==> config.mk <==
export PLATFORM = sky130hd
export DESIGN_NAME = ahb_alu_slave
export DESIGN_NICKNAME = d
export VERILOG_FILES = /design/src/rtl/ahb_pkg.sv /design/src/rtl/ahb_alu_core.sv /design/src/rtl/ahb_alu_slave.sv
export SDC_FILE = /design/constraint.sdc
export NUM_CORES = 1
export LEC_CHECK = 0
export ABC_AREA = 1
export CAP_MARGIN = 10
export CORE_ASPECT_RATIO = 1.75
export CORE_MARGIN = 4
export CORE_UTILIZATION = 30
export DETAILED_ROUTE_END_ITERATION = 7
export PLACE_DENSITY = 0.57
export REMOVE_ABC_BUFFERS = 1
export SYNTH_ARGS = -nofsm -noshare
export SYNTH_HDL_FRONTEND = slang
export SYNTH_SLANG_ARGS = --single-unit
==> constraint.sdc <==
create_clock -name clk -period 5.75 [get_ports clk]
set_input_delay 1.725 -clock clk [delete_from_list [all_inputs] [get_ports clk]]
set_output_delay 1.725 -clock clk [all_outputs]
set_load 0.01 [all_outputs]
==> src/rtl/ahb_pkg.sv <==
// -----------------------------------------------------------------------------
// ahb_pkg
// Shared definitions for the AHB ALU slave:
//   - AHB htrans / hsize encodings
//   - register word offsets of the slave's register map
//   - ALU operation enum (CTRL[1:0]) and engine FSM state enum
//   - register-select enum plus the offset decoder and transfer-type helper
// -----------------------------------------------------------------------------
package ahb_pkg;

    localparam logic [1:0] HTRANS_IDLE   = 2'b00;
    localparam logic [1:0] HTRANS_BUSY   = 2'b01;
    localparam logic [1:0] HTRANS_NONSEQ = 2'b10;
    localparam logic [1:0] HTRANS_SEQ    = 2'b11;

    localparam logic [2:0] HSIZE_WORD = 3'b010;

    localparam logic [31:0] OFF_OPA    = 32'h00;
    localparam logic [31:0] OFF_OPB    = 32'h04;
    localparam logic [31:0] OFF_CTRL   = 32'h08;
    localparam logic [31:0] OFF_RESULT = 32'h0C;
    localparam logic [31:0] OFF_STATUS = 32'h10;

    // CTRL[2] launches an operation; it is never stored.
    localparam int CTRL_START_BIT = 2;

    typedef enum logic [1:0] {
        OP_ADD = 2'b00,
        OP_SUB = 2'b01,
        OP_AND = 2'b10,
        OP_OR  = 2'b11
    } alu_op_e;

    typedef enum logic [1:0] {
        ENG_IDLE = 2'b00,
        ENG_BUSY = 2'b01,
        ENG_DONE = 2'b10
    } eng_state_e;

    typedef enum logic [2:0] {
        SEL_OPA,
        SEL_OPB,
        SEL_CTRL,
        SEL_RESULT,
        SEL_STATUS,
        SEL_NONE
    } reg_sel_e;

    // Map a decoded byte offset onto a register; anything else is unmapped.
    function automatic reg_sel_e decode_offset(input logic [31:0] offset);
        reg_sel_e sel;
        case (offset)
            OFF_OPA:    sel = SEL_OPA;
            OFF_OPB:    sel = SEL_OPB;
            OFF_CTRL:   sel = SEL_CTRL;
            OFF_RESULT: sel = SEL_RESULT;
            OFF_STATUS: sel = SEL_STATUS;
            default:    sel = SEL_NONE;
        endcase
        return sel;
    endfunction

    // Only NONSEQ and SEQ carry a real transfer.
    function automatic logic htrans_active(input logic [1:0] trans);
        logic active;
        case (trans)
            HTRANS_NONSEQ, HTRANS_SEQ: active = 1'b1;
            HTRANS_IDLE, HTRANS_BUSY:  active = 1'b0;
            default:                   active = 1'b0;
        endcase
        return active;
    endfunction

endpackage

==> src/rtl/ahb_alu_core.sv <==
// -----------------------------------------------------------------------------
// ahb_alu_core
// Operation engine: latches operands and op on an accepted START, counts
// ALU_LAT busy cycles, then loads RESULT and the carry/borrow flag.
//   clk     in   clock
//   resetn  in   synchronous active-low reset
//   start   in   START strobe (ignored while BUSY)
//   op      in   operation to launch with this START
//   opa/opb in   operand values presented at START
//   state   out  engine state (IDLE / BUSY / DONE)
//   result  out  last completed result
//   carry   out  bit 32 of the last ADD/SUB (0 for AND/OR, cleared at START)
// -----------------------------------------------------------------------------
module ahb_alu_core
    import ahb_pkg::*;
#(
    parameter int ALU_LAT = 2
) (
    input  logic        clk,
    input  logic        resetn,
    input  logic        start,
    input  alu_op_e     op,
    input  logic [31:0] opa,
    input  logic [31:0] opb,
    output eng_state_e  state,
    output logic [31:0] result,
    output logic        carry
);

    localparam logic [2:0] LAST_CNT = 3'(ALU_LAT - 1);

    eng_state_e  state_reg;
    eng_state_e  state_next;
    logic [2:0]  cnt_reg;
    logic [31:0] opa_lat_reg;
    logic [31:0] opb_lat_reg;
    alu_op_e     op_lat_reg;
    logic [31:0] result_reg;
    logic        carry_reg;
    logic        start_ok;
    logic        load;
    logic [32:0] alu_out;

    // A START arriving while an op runs is dropped so the op keeps its operands.
    assign start_ok = start && (state_reg != ENG_BUSY);

    always_ff @(posedge clk) begin
        if (!resetn) begin
            state_reg <= ENG_IDLE;
        end else begin
            state_reg <= state_next;
        end
    end

    always_comb begin
        state_next = state_reg;
        load       = 1'b0;
        case (state_reg)
            ENG_IDLE: begin
                if (start) state_next = ENG_BUSY;
            end
            ENG_BUSY: begin
                if (cnt_reg == LAST_CNT) begin
                    state_next = ENG_DONE;
                    load       = 1'b1;
                end
            end
            ENG_DONE: begin
                if (start) state_next = ENG_BUSY;
            end
            default: state_next = ENG_IDLE;
        endcase
    end

    // 33-bit datapath so bit 32 is the carry (ADD) or borrow (SUB).
    always_comb begin
        alu_out = '0;
        case (op_lat_reg)
            OP_ADD:  alu_out = {1'b0, opa_lat_reg} + {1'b0, opb_lat_reg};
            OP_SUB:  alu_out = {1'b0, opa_lat_reg} - {1'b0, opb_lat_reg};
            OP_AND:  alu_out = {1'b0, opa_lat_reg & opb_lat_reg};
            OP_OR:   alu_out = {1'b0, opa_lat_reg | opb_lat_reg};
            default: alu_out = '0;
        endcase
    end

    always_ff @(posedge clk) begin
        if (!resetn) begin
            cnt_reg     <= '0;
            opa_lat_reg <= '0;
            opb_lat_reg <= '0;
            op_lat_reg  <= OP_ADD;
            result_reg  <= '0;
            carry_reg   <= 1'b0;
        end else begin
            if (start_ok) begin
                cnt_reg     <= '0;
                opa_lat_reg <= opa;
                opb_lat_reg <= opb;
                op_lat_reg  <= op;
                carry_reg   <= 1'b0;
            end else if (state_reg == ENG_BUSY) begin
                cnt_reg <= cnt_reg + 3'd1;
            end
            if (load) begin
                result_reg <= alu_out[31:0];
                carry_reg  <= alu_out[32];
            end
        end
    end

    assign state  = state_reg;
    assign result = result_reg;
    assign carry  = carry_reg;

endmodule

==> src/rtl/ahb_alu_slave.sv <==
// -----------------------------------------------------------------------------
// ahb_alu_slave
// AHB-Lite slave exposing a small ALU: OPA, OPB, CTRL (rw), RESULT and
// STATUS (ro). Handles address/data pipelining, the two-cycle ERROR
// response, and wait states for a RESULT read while the engine is busy.
//   clk, resetn   clock, synchronous active-low reset
//   hsel..hready  AHB address-phase inputs, hwdata in the data phase
//   hreadyout     slave ready (0 = wait state)
//   hresp         0 = OKAY, 1 = ERROR
//   hrdata        read data, 0 unless a read completes successfully
// -----------------------------------------------------------------------------
module ahb_alu_slave
    import ahb_pkg::*;
#(
    parameter int ALU_LAT = 2,
    parameter int ADDR_W  = 8
) (
    input  logic        clk,
    input  logic        resetn,
    input  logic        hsel,
    input  logic [31:0] haddr,
    input  logic [1:0]  htrans,
    input  logic        hwrite,
    input  logic [2:0]  hsize,
    input  logic [31:0] hwdata,
    input  logic        hready,
    output logic        hreadyout,
    output logic        hresp,
    output logic [31:0] hrdata
);

    // Address phase decode
    logic     accept;
    reg_sel_e addr_sel;
    logic     addr_err;

    // Data phase state
    logic     dp_valid_reg;
    logic     dp_write_reg;
    reg_sel_e dp_sel_reg;
    logic     dp_err_reg;
    logic     err2_reg;

    // Register file
    logic [31:0] opa_reg;
    logic [31:0] opb_reg;
    alu_op_e     op_reg;

    // Engine outputs
    eng_state_e  eng_state;
    logic [31:0] eng_result;
    logic        eng_carry;

    logic err_first;
    logic rd_stall;
    logic wr_en;
    logic rd_ok;
    logic start;

    // Upper address bits and htrans[0] do not affect decoding.
    logic unused_bits;
    assign unused_bits = &{1'b0, haddr, htrans[0]};

    assign accept   = hsel && hready && htrans_active(htrans);
    assign addr_sel = decode_offset(32'(haddr[ADDR_W-1:0]));
    assign addr_err = (hsize != HSIZE_WORD) || (addr_sel == SEL_NONE) ||
                      (hwrite && ((addr_sel == SEL_RESULT) || (addr_sel == SEL_STATUS)));

    // First ERROR cycle drives hreadyout low; err2_reg marks the second.
    assign err_first = dp_valid_reg && dp_err_reg && !err2_reg;
    assign rd_stall  = dp_valid_reg && !dp_write_reg && !dp_err_reg &&
                       (dp_sel_reg == SEL_RESULT) && (eng_state == ENG_BUSY);

    assign hreadyout = !(err_first || rd_stall);
    assign hresp     = dp_valid_reg && dp_err_reg;

    assign wr_en = dp_valid_reg && dp_write_reg && !dp_err_reg && hready;
    assign rd_ok = dp_valid_reg && !dp_write_reg && !dp_err_reg && !rd_stall;
    assign start = wr_en && (dp_sel_reg == SEL_CTRL) && hwdata[CTRL_START_BIT];

    always_ff @(posedge clk) begin
        if (!resetn) begin
            dp_valid_reg <= 1'b0;
            dp_write_reg <= 1'b0;
            dp_sel_reg   <= SEL_NONE;
            dp_err_reg   <= 1'b0;
            err2_reg     <= 1'b0;
            opa_reg      <= '0;
            opb_reg      <= '0;
            op_reg       <= OP_ADD;
        end else begin
            // The address phase is only sampled when the bus is ready.
            if (hready) begin
                dp_valid_reg <= accept;
                dp_write_reg <= hwrite;
                dp_sel_reg   <= addr_sel;
                dp_err_reg   <= addr_err;
            end
            err2_reg <= err_first;
            if (wr_en) begin
                case (dp_sel_reg)
                    SEL_OPA:  opa_reg <= hwdata;
                    SEL_OPB:  opb_reg <= hwdata;
                    SEL_CTRL: op_reg  <= alu_op_e'(hwdata[1:0]);
                    default:  ;
                endcase
            end
        end
    end

    // Register write lands on the same edge the next read's address is
    // sampled, so a read in the following data phase sees the new value.
    always_comb begin
        hrdata = '0;
        if (rd_ok) begin
            case (dp_sel_reg)
                SEL_OPA:    hrdata = opa_reg;
                SEL_OPB:    hrdata = opb_reg;
                SEL_CTRL:   hrdata = {30'b0, op_reg};
                SEL_RESULT: hrdata = eng_result;
                SEL_STATUS: hrdata = {29'b0, eng_carry,
                                      (eng_state == ENG_DONE),
                                      (eng_state == ENG_BUSY)};
                default:    hrdata = '0;
            endcase
        end
    end

    ahb_alu_core #(
        .ALU_LAT (ALU_LAT)
    ) u_core (
        .clk    (clk),
        .resetn (resetn),
        .start  (start),
        .op     (alu_op_e'(hwdata[1:0])),
        .opa    (opa_reg),
        .opb    (opb_reg),
        .state  (eng_state),
        .result (eng_result),
        .carry  (eng_carry)
    );

endmodule

Word-level counts from Yosys, hierarchy flattened
Index checks and enable logic that the tools add are counted.
{"block": "word_totals", "register_bits": 177, "inputBits": 74}
{"block": "classes", "n_eq_ne": 24, "reduce_logical": 39, "add_sub_neg": 3, "muxes": 12, "n_bitwise": 3}
{"cell": "$pmux 32 s5", "n": 1}
{"cell": "$pmux 33 s4", "n": 1}
{"cell": "$add 32x32->33", "n": 1}
{"cell": "$sub 32x32->33", "n": 1}
{"cell": "$and 32x32->32", "n": 1}
{"cell": "$mux 32", "n": 1}
{"cell": "$or 32x32->32", "n": 1}
{"cell": "$eq 8x4->1 const B", "n": 2}
{"cell": "$logic_and 1x1->1", "n": 16}
{"cell": "$pmux 3 s5", "n": 1}
{"cell": "$eq 2x2->1 const B", "n": 5}
{"cell": "$eq 3x2->1 const B", "n": 3}
{"cell": "$eq 3x3->1 const B", "n": 3}
{"cell": "$eq 8x3->1 const B", "n": 1}
{"cell": "$eq 8x5->1 const B", "n": 1}
{"cell": "$logic_not 8->1", "n": 1}
{"cell": "$reduce_and 2->1", "n": 4}
{"cell": "$reduce_or 2->1", "n": 4}
{"cell": "$eq 2x1->1 const B", "n": 3}
{"cell": "$eq 3x1->1 const B", "n": 2}
{"cell": "$logic_not 2->1", "n": 3}
{"cell": "$ne 2x1->1 const B", "n": 3}
{"cell": "$logic_not 1->1", "n": 5}
{"cell": "$logic_or 1x1->1", "n": 4}
{"cell": "other kinds (9)", "n": 13}

Logic depth before layout (Yosys ltp)
{"block": "logic_depth", "ltp_word": 8, "depth_mapped": 24, "ltp_nobuf": 24}

Cells and area by module
From an unflattened synthesis, not the netlist that was laid out.
{"block": "hier_totals", "hier_cells": 1859, "hier_area_um2": 11429.7}
{"mod": "ahb_alu_core", "instances": 1, "seq_area_each_um2": 2082.0, "area_each_um2": 7370.8, "cells_per_inst": 1159}
{"mod": "ahb_alu_slave", "instances": 1, "seq_area_each_um2": 1461.4, "area_each_um2": 4058.9, "cells_per_inst": 700}

Worst setup path after synthesis
Ideal clock, no wire load.
{"block": "synth_timing", "kind": "reg-to-output", "start": "register dp_sel_reg[1]", "end": "output port hrdata[10]", "t_required_ns": 4.025, "arrival_time_ns": 1.437, "stages_incl_launch_ff": 6, "path_buffers": 2, "path_slack_ns": 2.588, "path_cell_list": "dfxtp_1 buf_2 nor3_1 clkbuf_1 nand2_1 a31oi_1"}
{"block": "synth_via", "elab_chain_cells": 6, "elab_cells_between_ends": 11, "cone_classes": "eq/ne: 4; mux: 2; reduce/logical: 5"}
{"item": "from (decl)", "line": "ahb_alu_slave.sv:40", "source": "reg_sel_e dp_sel_reg;"}
{"item": "from (signal assigned)", "line": "ahb_alu_slave.sv:96", "source": "dp_sel_reg <= addr_sel;"}
{"item": "$eq 3x2->1", "line": "ahb_alu_slave.sv:72, ahb_alu_slave.sv:116"}
{"item": "$logic_and 1x1->1", "line": "ahb_alu_slave.sv:71", "source": "assign rd_stall = dp_valid_reg && !dp_write_reg && !dp_err_reg &&"}
{"item": "$logic_and 1x1->1", "line": "ahb_alu_slave.sv:72", "source": "(dp_sel_reg == SEL_RESULT) && (eng_state == ENG_BUSY);"}
{"item": "$logic_not 1->1", "line": "ahb_alu_slave.sv:78", "source": "assign rd_ok = dp_valid_reg && !dp_write_reg && !dp_err_reg && !rd_stall;"}
{"item": "$logic_and 1x1->1", "line": "ahb_alu_slave.sv:78"}
{"item": "$mux 32 *", "line": "ahb_alu_slave.sv:115", "source": "if (rd_ok) begin"}
{"item": "to (decl)", "line": "ahb_alu_slave.sv:29", "source": "output logic [31:0] hrdata"}
Every way passes the cells marked *; elsewhere a longest branch is shown, timed or not.

Final worst setup path
{"block": "layout_timing", "start": "register dp_sel_reg[1]", "end": "output port hrdata[30]"}
The elaborated chain is that of the path after synthesis.

==> out/qor.yml <==
status:
  outcome: "complete, no violations"
yosys:
  synthTopCellsByArea: "dfxtp_1 33%, nand2_1 12%, nor2_1 11%, o21ai_0 9.0%, inv_1 5.9%"
  yosysUniqueCellTypes: 48
  synthCells: 1690
  synth_edf_count: 0
  synth_top_area_cell: "dfxtp_1"
  netlist_area_um2: 10760
  syn_avg_cell_area_um2: 6.369
  yosys.cell_count.top_type: "nand2_1"
  ys_seq_area_frac: 0.3292
  ys.flop_type: "dfxtp_1"
  ys_ff_latch: 177
  synth_top_area_share: 0.3292
  ys_async_sr_fraction: 0
  ys.warnings.count: 0
  synthTopCellsByCount: "345 x nand2_1, 302 x nor2_1, 194 x o21ai_0"
layout:
  ff_latch_area_um2: 3543
  fillers: 3907
  utilization: 0.3554
  area_growth_pct: 16.54
  diodes: 0
  fin_cells: 2211
  multi_input_area_um2: 6222
  nNetsFinal: 1845
  layout-drive-gt1-share: 0.04525
timing:
  layout_setup_ws_ns: 0.9409
  max_freq_mhz: 207.9
  setup_viol: 0
  fin_crit_sh: 0.8364
  hold_slack_ns: 0.4230
  tns_ns: 0
  rsz0062_at_grt: "no"
  worstMarginPinSlew_ns: 1.052
  finClkSkew_ns: 0.01137
  report.final.slew_viol_count: 0
  period_minus_slack_ns: 4.809
  hold_viol: 0
  maxSlewHeadroom: 0.2987
routing:
  routed_wl_um: 38820
  vias_per_cell: 5.001
  drcViolationCount: 0
  vias: 11060
  wl_per_cell_um: 17.56
  dr.first_iter.drc_count: 810
  postRouteAntennaNets: 0
  dr.pass1.iters: 6
place:
  placed_cells: 2179
  port_buffers: 82
  gp_congestion: 0.9810
  dp_slack_ns: 1.378
  dp_hpwl_um: 28240
setup_path:
  worstPathRequired_ns: 4.03
  setup.worst_path.start_class: "flip-flop"
  worstPathArrival_ns: 3.08
  cpMaxStageDelayCell: "dfxtp_1"
  critPathKind: "reg -> out"
  crit_path_max_fanout: 23
  cp-end-kind: "output pin"
  cpPeakStageDelay_ns: 0.53
  path_cells: "nand3_2 > nor3_1 > nor2_2 > buf_4 > inv_2 > a31oi_1 > clkdlybuf4s50_1"
global_route:
  grt_pass1_wl_um: 60310
  grt_pass1_vias: 10810
  antenna_found_initial: 0
  grt_max_degree: 81
  grt_use_total: 0.2002
  grt_overflow: 0
min_path:
  hold_class: "reg -> reg"
die:
  die_w_um: 151.2
  initial_core_util: 0.3050
  die_y_um: 258.6
  core-area_um2: 35300
  die_area_um2: 39090
  pin_count: 108
  placementRows: 91
clocking:
  ctsResizeCount: 0
  cts_setup_buffers: 0
  hold_buffers: 0
  cts_tree: "done"
  cts_sinks: 177
  cts.path.max_buffers: 2
  clk_latency_ns: 0.46
  clk_pin_slew_ns: 0.08
  cts_buffers: 17
  h-tree-depth: 4
  cts_root_buffer: "clkbuf_16"
pwr:
  p_leak_nw: 5.665
  p_per_area_nw_per_um2: 202.9
  irDropWorstVdd_v: 0.0001994
job:
  maxCapViolations: 0
## power breakdown
part | internal, W | switching (W) | total, W
sequential | 0.00123 | 0.00000412 | 0.00123
clock | 0.000654 | 0.000559 | 0.00121
combinational | 0.0000423 | 0.0000580 | 0.000100
## worst paths after layout
check / cells past startpoint / slack [ns] / startpoint / endpoint
setup / recovery: 7 / 0.94 / dp_sel_reg[1] / hrdata[30]
hold / removal: 1 / 0.42 / err2_reg / err2_reg
setup reg to reg: 17 / 1.63 / u_core.op_lat_reg[0] / u_core.result[31]
hold reg to reg: 1 / 0.42 / err2_reg / err2_reg
## worst max-delay path: cells and delay by family, from the launching register on
family	cells	cell delay, ns
AOI/OAI and AO/OA	1	0.16
buffers and inverters	3	1.28
DFF	1	0.53
and+or+nand+nor	3	0.64
## cell families after synthesis
logic type | synth area share
flops | 0.3292
fa+ha+maj | 0.04673
compound gates | 0.1910
simple gates | 0.3115
buf+inv | 0.09392
xor+xnor | 0.02767
## final cells by class
cell class	instances	share of cell area
Inverter	175	0.05236
Clock buffer	17	0.03391
Tap cell	465	0.04638
Multi-Input combinational cell	1264	0.4960
Clock inverter	15	0.01406
Timing Repair Buffer	98	0.07481
Sequential cell	177	0.2825
## routing by layer
metal,track usage,wire [µm],share of wire,up-vias
li1,-,-,-,5599
met1,0.2247,15390,0.40,5101
met2,0.3678,20420,0.53,286
met3,0.02327,1359,0.035,71
met4,0.09506,1647,0.042,0
met5,0,0,0,-
## cells in the final DEF, fill, tap and decap left out, types with 6 or more instances in the layout
cell,netlist,routed
a21oi_1,120,120
a221oi_1,6,6
a31oi_1,30,30
buf_4,2,17
clkbuf_16,0,17
clkdlybuf4s50_1,0,81
clkinvlp_4,0,6
dfxtp_1,177,177
ha_1,37,37
inv_1,169,169
inv_2,6,6
nand2_1,345,345
nand3_1,94,94
nand3b_1,6,6
nand4_1,11,11
nor2_1,302,301
nor3_1,17,16
o21ai_0,194,194
o21bai_1,8,8
o22ai_1,6,6
or2_2,11,11
xor2_1,32,32
## metrics by stage
stage	power, W	cell area [µm²]
2_1_floorplan	0.001289	10410
3_3_place_gp	0.001361	11940
3_5_place_dp	0.001361	11940
4_1_cts	0.002571	12540
5_1_grt	0.002627	12540
6_report	0.002545	12540
(Power assumes the default switching activity.)
